**src/rtl/timer_scheduler.sv**
```systemverilog
// timer_scheduler: four 8-bit millisecond countdown channels sharing one
// free-running prescaler, with per-channel auto-reload, latched pending
// flags and a single maskable level interrupt. Bus-mapped register file.
module timer_scheduler #(
  parameter logic [15:0] TICK_CYCLES = 16'd50000
) (
  input  logic       clk,
  input  logic       reset,
  input  logic [2:0] addr,
  input  logic [7:0] wr_data,
  input  logic       write,
  output logic [7:0] rd_data,
  output logic [3:0] expired,
  output logic       irq
);

  localparam int unsigned NCH = 4;

  localparam logic [2:0] A_CTRL = 3'd4;
  localparam logic [2:0] A_PEND = 3'd5;
  localparam logic [2:0] A_RSVD = 3'd6;
  localparam logic [2:0] A_STAT = 3'd7;

  logic [15:0]          presc_q, presc_d;
  logic                 tick;
  logic [NCH-1:0][7:0]  count_q, count_d;
  logic [NCH-1:0][7:0]  reload_q, reload_d;
  logic [7:0]           ctrl_q, ctrl_d;
  logic [NCH-1:0]       pend_q, pend_d;
  logic [NCH-1:0]       pend_set;
  logic [7:0]           rd_q, rd_d;

  logic [NCH-1:0]       reload_en;
  logic [NCH-1:0]       irq_en;

  assign reload_en = ctrl_q[3:0];
  assign irq_en    = ctrl_q[7:4];

  // Free-running prescaler; a tick is the cycle the counter sits at zero.
  assign tick = (presc_q == 16'd0);

  // Prescaler next state: reload on wrap, otherwise count down.
  always_comb begin
    presc_d = presc_q - 16'd1;
    if (tick) begin
      presc_d = TICK_CYCLES - 16'd1;
    end
  end

  // Channel countdown, reload and pending-set logic; a CNTn write overrides
  // the channel's tick behaviour in the same cycle.
  always_comb begin
    count_d  = count_q;
    reload_d = reload_q;
    pend_set = '0;
    for (int unsigned n = 0; n < NCH; n++) begin
      if (tick && (count_q[n] != 8'd0)) begin
        if (count_q[n] > 8'd1) begin
          count_d[n] = count_q[n] - 8'd1;
        end else begin
          pend_set[n] = 1'b1;
          count_d[n]  = reload_en[n] ? reload_q[n] : 8'd0;
        end
      end
      if (write && (addr == 3'(n))) begin
        count_d[n]  = wr_data;
        reload_d[n] = wr_data;
        pend_set[n] = 1'b0;
      end
    end
  end

  // Control register update.
  always_comb begin
    ctrl_d = ctrl_q;
    if (write && (addr == A_CTRL)) begin
      ctrl_d = wr_data;
    end
  end

  // Pending flags: write-1-to-clear, with a new expiry taking priority.
  always_comb begin
    pend_d = pend_q;
    if (write && (addr == A_PEND)) begin
      pend_d = pend_d & ~wr_data[3:0];
    end
    pend_d = pend_d | pend_set;
  end

  // Read mux, sampled into the registered read port every cycle.
  always_comb begin
    rd_d = '0;
    case (addr)
      3'd0, 3'd1, 3'd2, 3'd3: rd_d = count_q[addr[1:0]];
      A_CTRL:                 rd_d = ctrl_q;
      A_PEND:                 rd_d = {4'b0, pend_q};
      A_RSVD:                 rd_d = '0;
      A_STAT:                 rd_d = {4'b0, expired};
      default:                rd_d = '0;
    endcase
  end

  // State registers with synchronous active-high reset.
  always_ff @(posedge clk) begin
    if (reset) begin
      presc_q  <= TICK_CYCLES - 16'd1;
      count_q  <= '0;
      reload_q <= '0;
      ctrl_q   <= '0;
      pend_q   <= '0;
      rd_q     <= '0;
    end else begin
      presc_q  <= presc_d;
      count_q  <= count_d;
      reload_q <= reload_d;
      ctrl_q   <= ctrl_d;
      pend_q   <= pend_d;
      rd_q     <= rd_d;
    end
  end

  // Status outputs derived directly from registered state.
  always_comb begin
    for (int unsigned n = 0; n < NCH; n++) begin
      expired[n] = (count_q[n] == 8'd0);
    end
  end

  assign irq     = |(pend_q & irq_en);
  assign rd_data = rd_q;

endmodule

```
**config.mk**
```make
export PLATFORM = sky130hd
export DESIGN_NAME = timer_scheduler
export DESIGN_NICKNAME = d
export VERILOG_FILES = /design/src/rtl/timer_scheduler.sv
export SDC_FILE = /design/constraint.sdc
export NUM_CORES = 1
export LEC_CHECK = 0
export CAP_MARGIN = 5
export CORE_MARGIN = 2
export CORE_UTILIZATION = 65
export DETAILED_ROUTE_END_ITERATION = 8
export PLACE_DENSITY = 0.85
export SETUP_SLACK_MARGIN = 0.5
export SLEW_MARGIN = 20
export SYNTH_ARGS = -nofsm -noshare
export SYNTH_HDL_FRONTEND = slang
export SYNTH_SLANG_ARGS = --single-unit
```
**constraint.sdc**
```tcl
create_clock -name clk -period 4.8 [get_ports clk]
set_clock_uncertainty 0.1 [all_clocks]
set_input_delay 1.44 -clock clk [delete_from_list [all_inputs] [get_ports clk]]
set_output_delay 1.44 -clock clk [all_outputs]
set_load 0.02 [all_outputs]
```
Word level (Yosys, flattened, before mapping)
Index checks and enable logic that the tools add are counted.
Word-level totals
  logic and storage cells: 92
  input bits: 14
  bits in registers: 100
  output and inout bits: 13
Cells by class
  magnitude comparators: 5
  reductions and logical operators: 27
  muxes and demuxes: 32
  add/subtract/negate cells: 5
  bitwise operators: 4
  equal/unequal tests: 7
Operators by type and width (count)
  8-bit 2-to-1 mux: 17
  8-bit one-hot mux with 5 select lines: 1
  8-bit by 1-bit greater-than comparator with 1-bit output, second input constant: 4
  8-bit logical NOT: 4
  8-bit nonzero test: 4
  8-bit by 1-bit subtractor with 8-bit output, second input constant: 4
  8-bit binary-select mux with 2-bit select: 1
  16-bit logical NOT: 1
  16-bit by 1-bit subtractor with 16-bit output, second input constant: 1
  3-bit equality test, second input constant: 4
  1-bit 2-to-1 mux: 12
  1-bit logical AND: 10
  4-bit bitwise AND: 2
  2-bit nonzero test: 4
  4-bit OR reduction: 2
  3-bit by 2-bit equality test with 1-bit output, second input constant: 2
  4-bit 2-to-1 mux: 1
  4-bit NOT: 1
  4-bit bitwise OR: 1
  3-bit by 1-bit equality test with 1-bit output, second input constant: 1
  3-bit logical NOT: 1
  2-bit by 3-bit less-than comparator with 1-bit output, second input constant: 1
  2-bit OR reduction: 1

Depth between registers and ports, before layout
Gate-level depths: netlist (run 1).
  depth after elaboration: 5
  mapped depth: 8
  gate-level depth less buffers: 8

Least setup slack after synthesis (run 1)
OpenSTA, ideal clock, no wires.
  path type: in2reg
  start point: input port addr[0]
  end point: register count_q[26] in the netlist's numbering
  required time: 4.605 ns
  arrival: 3.057 ns
  path slack: 1.548 ns
  path buffers: 3
  setup time: 0.095 ns
  stages on the path: 6
  cell sequence: clkbuf_1 clkbuf_1 and3_1 buf_1 nand2_1 a221oi_1
On the way
  word-level cells in the longest chain between the ends: 3
  elaborated cells on any way between the ends: 4
  classes of those cells: 1 x eq/ne; 1 x mux; 2 x reduce/logical
Ends and longest elaborated chain
  start: declaration: line 9  | input logic [2:0] addr,
  3-bit by 2-bit equality test with 1-bit output (*): line 65  | if (write && (addr == 3'(n))) begin
  1-bit logical AND (*): line 65
  8-bit 2-to-1 mux or 2-bit nonzero test (tied branches)
  end signal: assignment: line 114  | count_q <= count_d;
  end: declaration: line 26  | logic [NCH-1:0][7:0] count_q, count_d;
Every way passes the cells marked *; elsewhere a longest branch is shown, timed or not.
A chain may end at the register's enable or synchronous reset.

Worst setup path after layout (run 1)
  start point: register count_q[25] in the netlist's numbering
  end point: output port expired[3]
On the way
  word-level cells in the longest chain between the ends: 1
Ends and longest elaborated chain
  8-bit logical NOT: line 125  | expired[n] = (count_q[n] == 8'd0);
  end: declaration: line 13  | output logic [3:0] expired,
No other way between the ends.

==> results.toml, run 1 <==
[hold_path]
hold_class = "flip-flop to flip-flop"

[setup_path]
end_kind = "primary output"
crit_chain = "inv_1 > ha_1 > or3b_2 > nor2_1 > clkdlybuf4s50_1"
path_max_fanout = 5
cpPeakStageDelay_ns = 0.68
crit_buf_inv = 2
crit_family = "simple AND/OR/NAND/NOR gates"
critPathRequiredTime_ns = 3.26
cp.arrival_ns = 2.61
critPathLaunchType = "flip-flop"
critical_path_class = "flip-flop to primary output"
crit_slowest_cell = "clkdlybuf4s50_1"

[status]
status = "completed"

[yosys]
avgSynthCellArea_um2 = 7.99
yosysWarnings = 0
ys_seq_area_share_pct = 37.5
synth_edf_count = 0
synth_cells = 669
ys_types = 60
synth_nets = 693
ys_seq_elements = 100
synthesis.area_um2 = 5340
synthArstFlopShare_pct = 0
ys.flop_type = "dfxtp_1"

[finish]
drive_above_1_share_pct = 8.55
n_antenna_cell = 0
area_growth_pct = 8.62
final_nets = 686

[placed_design]
gp_congestion = 0.972
dpl_worst_slack_ns = 0.944
hpwl_um = 9890
io_buffers = 26

[pwr]
total_power_mw = 1.64
power_frac_comb_pct = 14.7
power_density_nw_per_um2 = 282
seqPwrFrac_pct = 53.1
swShare_pct = 30.3
power.internal_mw = 1.14
switchingPower_uw = 497
max-vdd-ir-drop_mv = 0.210
leakage_nw = 2.11
power.share.clock_pct = 32.2

[cts]
htree_num_levels = 3
root_buffer = "clkbuf_8"
numCtsBuffers = 9
clock_latency_ns = 0.37
cts_resized = 0
hold_buffers = 0
cts.clk_slew.worst_paths_ns = 0.11
clock_path_buffers = 2
postCtsSetupRepairBufs = 0
cts_tree = "built"
cts_sinks = 100

[flow_run]
maxCapViolCount = 0

[sta]
fmax_ghz = 0.241
fin_ws_ns = 0.646
period_minus_slack_ns = 4.15
fin_crit_sh_pct = 86.5
setup_viol = 0
worst_pin_slew_ns = 0.965
fin_tns_setup_ns = 0
finalHoldViolations = 0
slew-limit-headroom_pct = 35.1
grt_setup_unrepaired = "false"
slew_viol_final = 0

[global_route]
grt_pass1_vias = 4741
grt_usage_pct = 33.5
grt_max_degree = 51
grt-ovfl-total = 0
grt_pass1_wl_um = 23500
antenna_found_initial = 0

[floorplanning]
core_area_um2 = 8090
rows = 33
num_io_pins = 27
die_w_um = 94.7
start_util_pct = 66.0
die_h_um = 94.7
dieArea_um2 = 8960

[routing]
top_layer = "met4"
dr_total_vias = 5091
drc = 0
dr.pass1.iters = 8
wirelength_um = 14400
vias_per_cell = 6.59
wl_met2_um = 6510
antenna_left = 0
wl_met3_um = 1640
routedWlPerCell_um = 18.7
drt_iter0_drc = 378
routedLengthMet1_um = 5780
## state kept, by name, summed over array words and instances (netlist names)
signal    flops
rd_data       8
reload_q     32
presc_q      16
pend_q        4
ctrl_q        8
count_q      32
## area by class of cell
| type | count | area, µm² |
|---|---|---|
| Sequential cell | 100 | 2000 |
| Multi-Input combinational cell | 504 | 3120 |
| Fill cell | 627 | 2290 |
| Clock inverter | 7 | 66.3 |
| Timing Repair Buffer | 32 | 300 |
| Inverter | 15 | 56.3 |
| Clock buffer | 9 | 124 |
| Tap cell | 105 | 131 |
## synth_stat cells, types with 5 or more instances
master,number,area [µm²]
a311oi_1,11,96.3
dfxtp_1,100,2000
a22oi_1,13,97.6
a221oi_1,7,61.3
and3_1,9,56.3
nor3_1,16,80.1
a211oi_1,5,37.5
nor4_1,11,68.8
clkbuf_1,43,161
xor2_1,11,96.3
a21oi_1,49,245
mux2i_1,15,150
mux4_2,8,180
o21ai_0,22,110
nand3_1,11,55.1
nor2_1,64,240
xnor2_1,13,114
nand2_1,136,510
or4_1,8,60.1
o211ai_1,7,52.6
nand2b_1,8,50.1
inv_1,15,56.3
ha_1,10,125
## final timing paths
path                       startpoint                       end  slack, ns  depth (start not counted)
max reg2reg    presc_q[13]$_SDFF_PP0_  count_q[14]$_SDFFE_PP0P_       1.97                          5
min reg2reg     presc_q[0]$_SDFF_PP1_     presc_q[0]$_SDFF_PP1_       0.31                          1
max          count_q[25]$_SDFFE_PP0P_                expired[3]       0.65                          5
min             presc_q[0]$_SDFF_PP1_     presc_q[0]$_SDFF_PP1_       0.31                          1
## stage by stage
step,utilization [%],hold WS [ns],instances,area (µm²)
floorplan,-,0.266,669,5340
global placement,69.1,0.274,756,5590
detailed placement,69.1,0.291,756,5590
CTS,71.4,0.318,772,5780
global route,71.7,0.333,772,5800
finish,71.7,0.309,772,5800
## per-layer routing
layer,track usage [%],vias up
li1,-,2376
met2,51.1,319
met5,0,-
met3,7.50,52
met4,13.6,0
met1,46.1,2344
## power groups by stage
| stage | clock network, mW | logic (mW) | registers (mW) |
|---|---|---|---|
| finish | 0.528 | 0.242 | 0.870 |
| global route | 0.566 | 0.264 | 0.872 |
| CTS | 0.533 | 0.233 | 0.869 |
| detailed placement | 0 | 0.231 | 0.888 |
| global placement | 0 | 0.226 | 0.887 |
| floorplan | 0 | 0.167 | 0.881 |
## placed cells by master (no fill, tap or decap), drive strengths merged, types with 4 or more instances in the layout
cell type	instances
nand2	136
dfxtp	100
nor2	64
a21oi	49
clkdlybuf4s50	25
o21ai	22
nor3	20
inv	19
mux2i	15
a22oi	13
xnor2	13
a311oi	12
nor4	12
nand3	11
xor2	11
ha	10
or4	10
and3	9
clkbuf	9
mux4	8
nand2b	8
o211ai	7
a221oi	7
buf	7
a211oi	5
or3	4
or2	4
mux2	4
a31oi	4
o31ai	4
## kinds of logic (layout without fill, tap and decap cells)
family	Yosys count	after routing	share of synthesized area, %
AO/OA/AOI/OAI	146	146	18.1
XOR/XNOR	24	24	3.93
adder cells (fa/ha/maj)	10	10	2.34
buffers and inverters	65	63	4.78
flip-flops	100	100	37.5
multiplexers	27	27	7.02
AND/OR/NAND/NOR	297	297	26.4
No activity file was read; power rests on OpenSTA's default activity.
==> inputs of run 2 (changes only) <==
--- a/config.mk
+++ b/config.mk
@@ -9,6 +9,7 @@
 export CORE_MARGIN = 2
 export CORE_UTILIZATION = 65
 export DETAILED_ROUTE_END_ITERATION = 8
+export MAX_ROUTING_LAYER = met4
 export PLACE_DENSITY = 0.85
 export SETUP_SLACK_MARGIN = 0.5
 export SLEW_MARGIN = 20
==> results.toml, run 2 (same netlist as run 1, synthesis figures left out) <==
[setup_path]
critical_path_class = "flip-flop to primary output"
r2r_slack_ns = 1.96
r2r_cells = 5
cpPeakStageDelay_ns = 0.69
cp.arrival_ns = 2.65
crit_family = "simple AND/OR/NAND/NOR gates"
crit_slowest_cell = "clkdlybuf4s50_1"
end_kind = "primary output"
critPathRequiredTime_ns = 3.26
crit_buf_inv = 2
crit_chain = "inv_1 > ha_1 > or3b_2 > nor2_1 > clkdlybuf4s50_1"
reg2reg_to = "count_q[14]$_SDFFE_PP0P_"
r2r_start = "presc_q[13]$_SDFF_PP0_"
critPathLaunchType = "flip-flop"
path_max_fanout = 5

[sta]
worst_pin_slew_ns = 0.959
fin_tns_setup_ns = 0
fmax_ghz = 0.239
slew_viol_final = 0
slew-limit-headroom_pct = 35.5
fin_crit_sh_pct = 87.3
period_minus_slack_ns = 4.19
grt_setup_unrepaired = "false"
finalHoldViolations = 0
setup_viol = 0

[cts]
cts_tree = "built"
postCtsSetupRepairBufs = 0
hold_buffers = 0
cts.clk_slew.worst_paths_ns = 0.10
cts_resized = 0
clock_path_buffers = 2
root_buffer = "clkbuf_8"
cts_sinks = 100
htree_num_levels = 3
clock_latency_ns = 0.37
numCtsBuffers = 9

[status]
status = "completed"

[finish]
n_antenna_cell = 0
seq_area_um2 = 2000
final_common_cell = "nand2_1"
final_nets = 686
fillers = 638
multi_input_area_um2 = 3120
top_regs = "count_q (32), reload_q (32), presc_q (16)"
drive_above_1_share_pct = 8.41
area_growth_pct = 9.18
mostFrequentLayoutCells = "136 x nand2_1, 100 x dfxtp_1, 63 x nor2_1, 49 x a21oi_1, 25 x clkdlybuf4s50_1"

[routing]
routedWlPerCell_um = 18.5
dr_total_vias = 4995
antenna_left = 0
dr.pass1.iters = 7
vias_per_cell = 6.48
drc = 0
wirelength_um = 14300
drt_iter0_drc = 474

[global_route]
grt_pass1_vias = 4617
grt-ovfl-total = 0
grt_pass1_wl_um = 23200
grt_max_degree = 47
antenna_found_initial = 0
grt_usage_pct = 34.4

[pwr]
power_density_nw_per_um2 = 294
leakage_nw = 2.13
total_power_mw = 1.71
max-vdd-ir-drop_mv = 0.172

[floorplanning]
rows = 33
start_util_pct = 66.0
die_h_um = 94.7
num_io_pins = 27
core_area_um2 = 8090
dieArea_um2 = 8960
die_w_um = 94.7

[placed_design]
io_buffers = 26
gp_congestion = 0.959
hpwl_um = 9700

[hold_path]
hold_depth = 1
min-delay-start = "presc_q[0]$_SDFF_PP1_"
whs_endpoint = "presc_q[0]$_SDFF_PP1_"
hold_class = "flip-flop to flip-flop"

[flow_run]
maxCapViolCount = 0
run 2: changes by cell type in the layout (fill, tap and decap cells not counted):
cell       previous run  this run
clkinv_2              0         1
clkinv_4              3         0
clkbuf_8              9        10
bufinv_16             0         2
inv_8                 2         0
run 2: power by group:
group	switching [mW]	total, mW	leakage [nW]	internal, mW
logic	0.149	0.241	1.20	0.0919
registers	0.0224	0.870	0.810	0.848
clock network	0.294	0.602	0.113	0.308
run 2: worst max-delay path by stage:
stage / startpoint / endpoint / slack (ns) / cells after the start
floorplan: addr[0] / count_q[26]$_SDFFE_PP0P_ / 1.55 / 6
detailed placement: addr[0] / count_q[3]$_SDFFE_PP0P_ / 0.93 / 7
global route: count_q[24]$_SDFFE_PP0P_ / expired[3] / 0.53 / 5
finish: count_q[25]$_SDFFE_PP0P_ / expired[3] / 0.61 / 5
CTS: count_q[17]$_SDFFE_PP0P_ / expired[2] / 0.60 / 5
global placement: addr[1] / count_q[14]$_SDFFE_PP0P_ / 1.0 / 7
run 2: metal layers:
metal | global-route usage, % | part of all wire [%] | vias to the layer above
met5 | - | 0 | -
met4 | 14.9 | 3.2 | 0
met3 | 6.30 | 11 | 41
met2 | 50.5 | 45 | 305
met1 | 46.7 | 42 | 2291
li1 | - | - | 2358
run 2: area by class of cell:
class                      count  share of cell area (%)
tap                          105                    2.25
inverter                      15                   0.965
timing repair buffer          32                    5.15
clock inverter                 5                    1.42
sequential                   100                    34.3
clock buffer                  10                    2.36
multi-input combinational    504                    53.5
run 2: metrics by stage:
stage | hold slack (ns) | utilization (%) | instances | worst slack, ns | area (µm²)
final | 0.307 | 72.1 | 771 | 0.610 | 5830
after global routing | 0.341 | 72.1 | 771 | 0.529 | 5830
after global placement | 0.276 | 69.1 | 756 | 0.996 | 5590
after detailed placement | 0.293 | 69.1 | 756 | 0.926 | 5590
after floorplan | 0.266 | - | 669 | 1.55 | 5340
after CTS | 0.315 | 71.8 | 771 | 0.598 | 5810
